## src/rtl/wavetable_fetch_if.sv

```systemverilog
// Bundle between the wavetable read stage, its ROM and the downstream interpolator.
// END exists only when WAVETABLE_FETCH_ONESHOT_EN is defined.
interface wavetable_fetch_if #(
  parameter int unsigned IDX_W  = 8,
  parameter int unsigned TBL_W  = 2,
  parameter int unsigned LSB_W  = 10,
  parameter int unsigned DATA_W = 16
);
  localparam int unsigned PH_W = IDX_W + 6 + LSB_W;

  logic                     SAMPLE_TICK;
  logic [PH_W-1:0]          PHASE_INC;
  logic                     PHASE_RST;
  logic [TBL_W-1:0]         TABLE_SEL;
  logic [TBL_W+IDX_W-1:0]   ROM_ADDR;
  logic [DATA_W-1:0]        ROM_DATA;
  logic [DATA_W-1:0]        SAMPLE_1;
  logic [DATA_W-1:0]        SAMPLE_2;
  logic [5:0]               SEL;
  logic                     VALID;
  logic                     BUSY;
  logic                     OVERRUN;
`ifdef WAVETABLE_FETCH_ONESHOT_EN
  logic                     END;
`endif

  modport slave (
    input  SAMPLE_TICK, PHASE_INC, PHASE_RST, TABLE_SEL, ROM_DATA,
    output ROM_ADDR, SAMPLE_1, SAMPLE_2, SEL, VALID, BUSY, OVERRUN
`ifdef WAVETABLE_FETCH_ONESHOT_EN
    , output END
`endif
  );

  modport master (
    output SAMPLE_TICK, PHASE_INC, PHASE_RST, TABLE_SEL, ROM_DATA,
    input  ROM_ADDR, SAMPLE_1, SAMPLE_2, SEL, VALID, BUSY, OVERRUN
`ifdef WAVETABLE_FETCH_ONESHOT_EN
    , input END
`endif
  );
endinterface

```

## src/rtl/wavetable_fetch.sv

```systemverilog
// Per-voice wavetable read stage: phase accumulator plus two-entry fetch from a synchronous ROM.
// Optional one-shot (saturating) playback via WAVETABLE_FETCH_ONESHOT_EN.
module wavetable_fetch #(
  parameter int unsigned IDX_W  = 8,
  parameter int unsigned TBL_W  = 2,
  parameter int unsigned LSB_W  = 10,
  parameter int unsigned DATA_W = 16
) (
  input  logic               CLK,
  input  logic               RESET,
  wavetable_fetch_if.slave   bus
);
  localparam int unsigned PH_W = IDX_W + 6 + LSB_W;

  typedef enum logic [1:0] {IDLE, RD1, RD2, RD3} state_t;

  state_t             state;
  logic [PH_W-1:0]    phase;
  logic [IDX_W-1:0]   idx_r;
  logic [5:0]         frac_r;
  logic [TBL_W-1:0]   tbl_r;
  logic [DATA_W-1:0]  s1_r;

  logic [PH_W-1:0]    base_c;
  logic [PH_W-1:0]    next_phase_c;
  logic [IDX_W-1:0]   idx2_c;
  logic               accept_c;

  // A coincident PHASE_RST makes the snapshot and the advance start from zero.
  assign base_c   = bus.PHASE_RST ? '0 : phase;
  assign accept_c = bus.SAMPLE_TICK && (state == IDLE);

`ifdef WAVETABLE_FETCH_ONESHOT_EN
  logic [PH_W:0] sum_c;
  logic          ovf_c;
  assign sum_c        = {1'b0, base_c} + {1'b0, bus.PHASE_INC};
  assign ovf_c        = sum_c[PH_W];
  assign next_phase_c = ovf_c ? '1 : sum_c[PH_W-1:0];
  // Last entry pairs with itself so playback never reads past the end.
  assign idx2_c       = (idx_r == {IDX_W{1'b1}}) ? idx_r : idx_r + IDX_W'(1);
`else
  assign next_phase_c = base_c + bus.PHASE_INC;
  assign idx2_c       = idx_r + IDX_W'(1);
`endif

  always_ff @(posedge CLK) begin
    if (RESET) begin
      state        <= IDLE;
      phase        <= '0;
      idx_r        <= '0;
      frac_r       <= '0;
      tbl_r        <= '0;
      s1_r         <= '0;
      bus.ROM_ADDR <= '0;
      bus.SAMPLE_1 <= '0;
      bus.SAMPLE_2 <= '0;
      bus.SEL      <= '0;
      bus.VALID    <= 1'b0;
      bus.BUSY     <= 1'b0;
      bus.OVERRUN  <= 1'b0;
`ifdef WAVETABLE_FETCH_ONESHOT_EN
      bus.END      <= 1'b0;
`endif
    end else begin
      bus.VALID <= 1'b0;
      if (bus.PHASE_RST) begin
        phase <= '0;
`ifdef WAVETABLE_FETCH_ONESHOT_EN
        bus.END <= 1'b0;
`endif
      end
      if (bus.SAMPLE_TICK && !accept_c) bus.OVERRUN <= 1'b1;

      case (state)
        IDLE: begin
          if (accept_c) begin
            idx_r        <= base_c[PH_W-1 -: IDX_W];
            frac_r       <= base_c[LSB_W+5:LSB_W];
            tbl_r        <= bus.TABLE_SEL;
            phase        <= next_phase_c;
            bus.ROM_ADDR <= {bus.TABLE_SEL, base_c[PH_W-1 -: IDX_W]};
            bus.BUSY     <= 1'b1;
            state        <= RD1;
`ifdef WAVETABLE_FETCH_ONESHOT_EN
            if (ovf_c) bus.END <= 1'b1;
`endif
          end
        end
        RD1: begin
          bus.ROM_ADDR <= {tbl_r, idx2_c};
          state        <= RD2;
        end
        RD2: begin
          s1_r  <= bus.ROM_DATA;
          state <= RD3;
        end
        RD3: begin
          bus.SAMPLE_1 <= s1_r;
          bus.SAMPLE_2 <= bus.ROM_DATA;
          bus.SEL      <= frac_r;
          bus.VALID    <= 1'b1;
          bus.BUSY     <= 1'b0;
          state        <= IDLE;
        end
        default: state <= IDLE;
      endcase
    end
  end
endmodule

```

## src/flat_wrapper.sv

```systemverilog
// flat-port wrapper written by rule: the top's interface ports become plain ports
module wavetable_fetch_flat 
#(
  parameter int unsigned IDX_W  = 8,
  parameter int unsigned TBL_W  = 2,
  parameter int unsigned LSB_W  = 10,
  parameter int unsigned DATA_W = 16
)
  (CLK, RESET, bus_SAMPLE_TICK, bus_PHASE_INC, bus_PHASE_RST, bus_TABLE_SEL, bus_ROM_DATA, bus_ROM_ADDR, bus_SAMPLE_1, bus_SAMPLE_2, bus_SEL, bus_VALID, bus_BUSY, bus_OVERRUN);
  wavetable_fetch_if #(.IDX_W(IDX_W), .TBL_W(TBL_W), .LSB_W(LSB_W), .DATA_W(DATA_W)) bus_i ();
  input  logic CLK;
  input  logic RESET;
  input wire logic [$bits(bus_i.SAMPLE_TICK)-1:0] bus_SAMPLE_TICK;
  input wire logic [$bits(bus_i.PHASE_INC)-1:0] bus_PHASE_INC;
  input wire logic [$bits(bus_i.PHASE_RST)-1:0] bus_PHASE_RST;
  input wire logic [$bits(bus_i.TABLE_SEL)-1:0] bus_TABLE_SEL;
  input wire logic [$bits(bus_i.ROM_DATA)-1:0] bus_ROM_DATA;
  output wire logic [$bits(bus_i.ROM_ADDR)-1:0] bus_ROM_ADDR;
  output wire logic [$bits(bus_i.SAMPLE_1)-1:0] bus_SAMPLE_1;
  output wire logic [$bits(bus_i.SAMPLE_2)-1:0] bus_SAMPLE_2;
  output wire logic [$bits(bus_i.SEL)-1:0] bus_SEL;
  output wire logic [$bits(bus_i.VALID)-1:0] bus_VALID;
  output wire logic [$bits(bus_i.BUSY)-1:0] bus_BUSY;
  output wire logic [$bits(bus_i.OVERRUN)-1:0] bus_OVERRUN;
  assign bus_i.SAMPLE_TICK = bus_SAMPLE_TICK;
  assign bus_i.PHASE_INC = bus_PHASE_INC;
  assign bus_i.PHASE_RST = bus_PHASE_RST;
  assign bus_i.TABLE_SEL = bus_TABLE_SEL;
  assign bus_i.ROM_DATA = bus_ROM_DATA;
  assign bus_ROM_ADDR = bus_i.ROM_ADDR;
  assign bus_SAMPLE_1 = bus_i.SAMPLE_1;
  assign bus_SAMPLE_2 = bus_i.SAMPLE_2;
  assign bus_SEL = bus_i.SEL;
  assign bus_VALID = bus_i.VALID;
  assign bus_BUSY = bus_i.BUSY;
  assign bus_OVERRUN = bus_i.OVERRUN;
  wavetable_fetch #(.IDX_W(IDX_W), .TBL_W(TBL_W), .LSB_W(LSB_W), .DATA_W(DATA_W)) u_core (.CLK(CLK), .RESET(RESET), .bus(bus_i));
endmodule
```

## config.mk

```make
export PLATFORM = sky130hd
export DESIGN_NAME = wavetable_fetch_flat
export DESIGN_NICKNAME = d
export VERILOG_FILES = /design/src/rtl/wavetable_fetch_if.sv /design/src/rtl/wavetable_fetch.sv /design/src/flat_wrapper.sv
export SDC_FILE = /design/constraint.sdc
export NUM_CORES = 1
export LEC_CHECK = 0
export ABC_AREA = 1
export CAP_MARGIN = 20
export CORE_MARGIN = 5
export CORE_UTILIZATION = 53
export DETAILED_ROUTE_END_ITERATION = 12
export PLACE_DENSITY_LB_ADDON = 0.15
export SYNTH_ARGS = -nofsm -noshare
export SYNTH_HDL_FRONTEND = slang
export SYNTH_SLANG_ARGS = --single-unit
export TNS_END_PERCENT = 1
```

## constraint.sdc

```tcl
create_clock -name CLK -period 2.8 [get_ports CLK]
set_input_delay 0.7 -clock CLK [delete_from_list [all_inputs] [get_ports CLK]]
set_output_delay 0.7 -clock CLK [all_outputs]
set_load 0.02 [all_outputs]
```

==> results.tsv <==
metric	value	unit
core	0.0104	mm²
chipHeight	113	µm
p_total	5.79	mW
outcome	complete, no violations	
ir_drop	0.425	mV
syn_area	0.00564	mm²
path_cells	dlymetal6s2s_1 > clkinvlp_4 > buf_4 > nand2_1 > inv_1 > ha_1 > nand2_1 > nor2_2 > and2_1 > nand3_1 > nand3_1 > nor2_1 > o21ai_1 > inv_1	
place_congestion	0.964	
p_comb_share	44.1	%
io_pins	97	
grt_pass1_wl	25.3	mm
rows	37	
drc_errors	0	
synth_top_area_share	38.7	%
hold_viol	0	
drt_iter0_drc	422	
whs	0.475	ns
cts.path.max_buffers	2	
hold_buffers	0	
via_count	5794	
max_clock_freq	0.394	GHz
p_switching	2.31	mW
p_leak	3.70	nW
sequentialPowerShare	38.2	%
layout_commonest_cell	nand2_1	
clk_pin_slew	0.11	ns
fill_cells	895	
diodes	0	
die_area	0.0128	mm²
cts_made_buffers	9	
first_global_vias	5576	
rsz0062_at_grt	false	
period_share	90.7	%
clock-sinks	109	
final_layout_size_suffix_gt1_share	11.0	%
antenna_left	0	
relSlewSlack	63.3	%
min_period	2.54	ns
routed_wl	15.3	mm
end_kind	flip-flop	
clock_skew	0.0131	ns
ys_types	38	
antenna_found_initial	0	
wl_per_cell	13.6	µm
cts_root_buf	clkbuf_8	
final_max_slew_viol_count	0	
chipWidth	113	µm
grt_max_degree	69	
htree_levels	3	
drv_cap	0	
hold_class	flip-flop to flip-flop	
synth-seq-area-share	38.7	%
synthTopCellsByArea	dfxtp_1 39%, nand2_1 11%, nor2_1 10%	
drt-pass1-iter-count	5	
syn_avg_cell_area	6.70	µm²
tightest_slew	0.549	ns
synthCells	842	
clock_latency	0.37	ns
internal_power	3.49	mW
path_class	primary input to flip-flop	
cts_tree	done	
cp-start-kind	primary input	
powerDensity	779	mW/mm²
overflow	0	
track_usage	23.6	%
synth-seq-cells	109	
critPathRequiredTime	3.07	ns
timing.reg2reg.setup_slack	0.40	ns
setup_violations	0	
worst-path-buf-inv	5	
finalNetCount	1061	
port_buffers	96	
path_delay_family	simple AND/OR/NAND/NOR gates	
via_per_inst	5.14	
path_max_fanout	10	
start_util	54.4	%
switching_share	39.8	%
syn-num-nets	917	
yosysTopAreaCell	dfxtp_1	
cp_slowest_cell	ha_1	
yosys_warnings	0	
utilization	71.7	%
arrival	2.81	ns
area_growth	31.9	%
dp_hpwl	11.2	mm
power.share.clock	17.7	%
crit_path_max_incr_delay	0.36	ns
mostFrequentLayoutCells	156 x nand2_1, 150 x nor2_1, 109 x dfxtp_1	
==> routing by layer <==
layer / vias to the layer above / track usage, % / share of wire (%)
met5: - / 0 / 0
met4: 0 / 7.53 / 2.2
met3: 32 / 2.78 / 4.8
met2: 179 / 42.0 / 49
met1: 2613 / 29.6 / 44
li1: 2970 / - / -
==> stage by stage <==
step | worst slack, ns | instance area [µm²] | instances | TNS (ns)
after floorplan | 0.419 | 5640 | 842 | 0
after global placement | -0.403 | 7120 | 1106 | -4.60
after detailed placement | -0.468 | 7120 | 1106 | -5.39
after CTS | -0.0259 | 7420 | 1127 | -0.0617
after global routing | 0.0688 | 7430 | 1127 | 0
final | 0.260 | 7430 | 1127 | 0
==> power by group through the flow <==
stage | Clock [mW] | Combinational, mW | Sequential, mW
finish | 1.03 | 2.56 | 2.21
global route | 1.12 | 2.85 | 2.26
CTS | 1.04 | 2.55 | 2.21
detailed placement | 0 | 2.51 | 2.24
global placement | 0 | 2.45 | 2.22
floorplan | 0 | 1.34 | 2.42
==> layout make-up <==
type                            instances  area [µm²]  share of cell area, %
Multi-Input combinational cell        592        2950                   39.7
Tap cell                              136         170                   2.29
Clock inverter                          6        82.6                   1.11
Clock buffer                           10         128                   1.72
Inverter                              107         405                   5.45
Sequential cell                       109        2180                   29.4
Timing Repair Buffer                  167        1510                   20.3
==> Yosys cell counts <==
cell type / number
fa_1: 1
buf_2: 4
dfxtp_1: 109
nor3_2: 2
o21ai_0: 98
dlygate4sd1_1: 1
nand2_1: 160
nand2_2: 2
o21ai_2: 1
nor2_2: 2
o211ai_1: 1
buf_1: 2
or2_0: 1
clkinv_1: 2
nand4_1: 3
a31oi_1: 3
and2_2: 2
clkbuf_1: 24
a21oi_1: 74
a221oi_1: 1
nand3_1: 37
or2_1: 3
o21bai_1: 2
nor2_1: 153
nor4_1: 1
and2_1: 1
inv_1: 105
clkbuf_8: 1
o21ai_1: 1
buf_4: 2
o221ai_1: 1
xnor2_1: 1
a21oi_2: 1
xor2_1: 8
nor3_1: 1
o221a_2: 1
nand3b_1: 2
ha_1: 28
==> worst min-delay path: cells and delay by family (launching register included) <==
family | cells | cell delay, ns
flip-flops | 1 | 0.32
AO/OA/AOI/OAI | 1 | 0.06
AND/OR/NAND/NOR | 1 | 0.06
==> state kept, by name, summed over array words and instances (netlist names), 2 cells and up <==
register and count:
u_core.s1_r 16, u_core.bus.ROM_ADDR 10, u_core.idx_r 8, u_core.bus.SAMPLE_1 16
u_core.phase 24, u_core.frac_r 6, u_core.bus.SEL 6, u_core.bus.SAMPLE_2 16
u_core.state 2, u_core.tbl_r 2
==> cells by family after synthesis <==
group           count (synthesis)  share of synthesized area (%)
buf+inv                       141                           9.88
flops                         109                           38.7
compound gates                184                           16.9
xor+xnor                        9                           1.40
simple gates                  370                           26.5
fa+ha+maj                      29                           6.57
==> timing repair <==
item	CTS	global route
setup endpoints to repair	3	18
endpoints found under the hold margin	0	0
setup buffers	5	0
gates resized for setup	12	5
pin swaps	1	0
==> worst paths after layout <==
path,start,endpoint,cells after the start
setup / recovery,bus_PHASE_RST,u_core.phase[19],14
hold / removal,u_core.bus.ROM_ADDR[7],u_core.bus.ROM_ADDR[7],2
setup reg to reg,u_core.state[1],u_core.bus.ROM_ADDR[0],8
hold reg to reg,u_core.bus.ROM_ADDR[7],u_core.bus.ROM_ADDR[7],2
No activity file was read; power rests on OpenSTA's default activity.
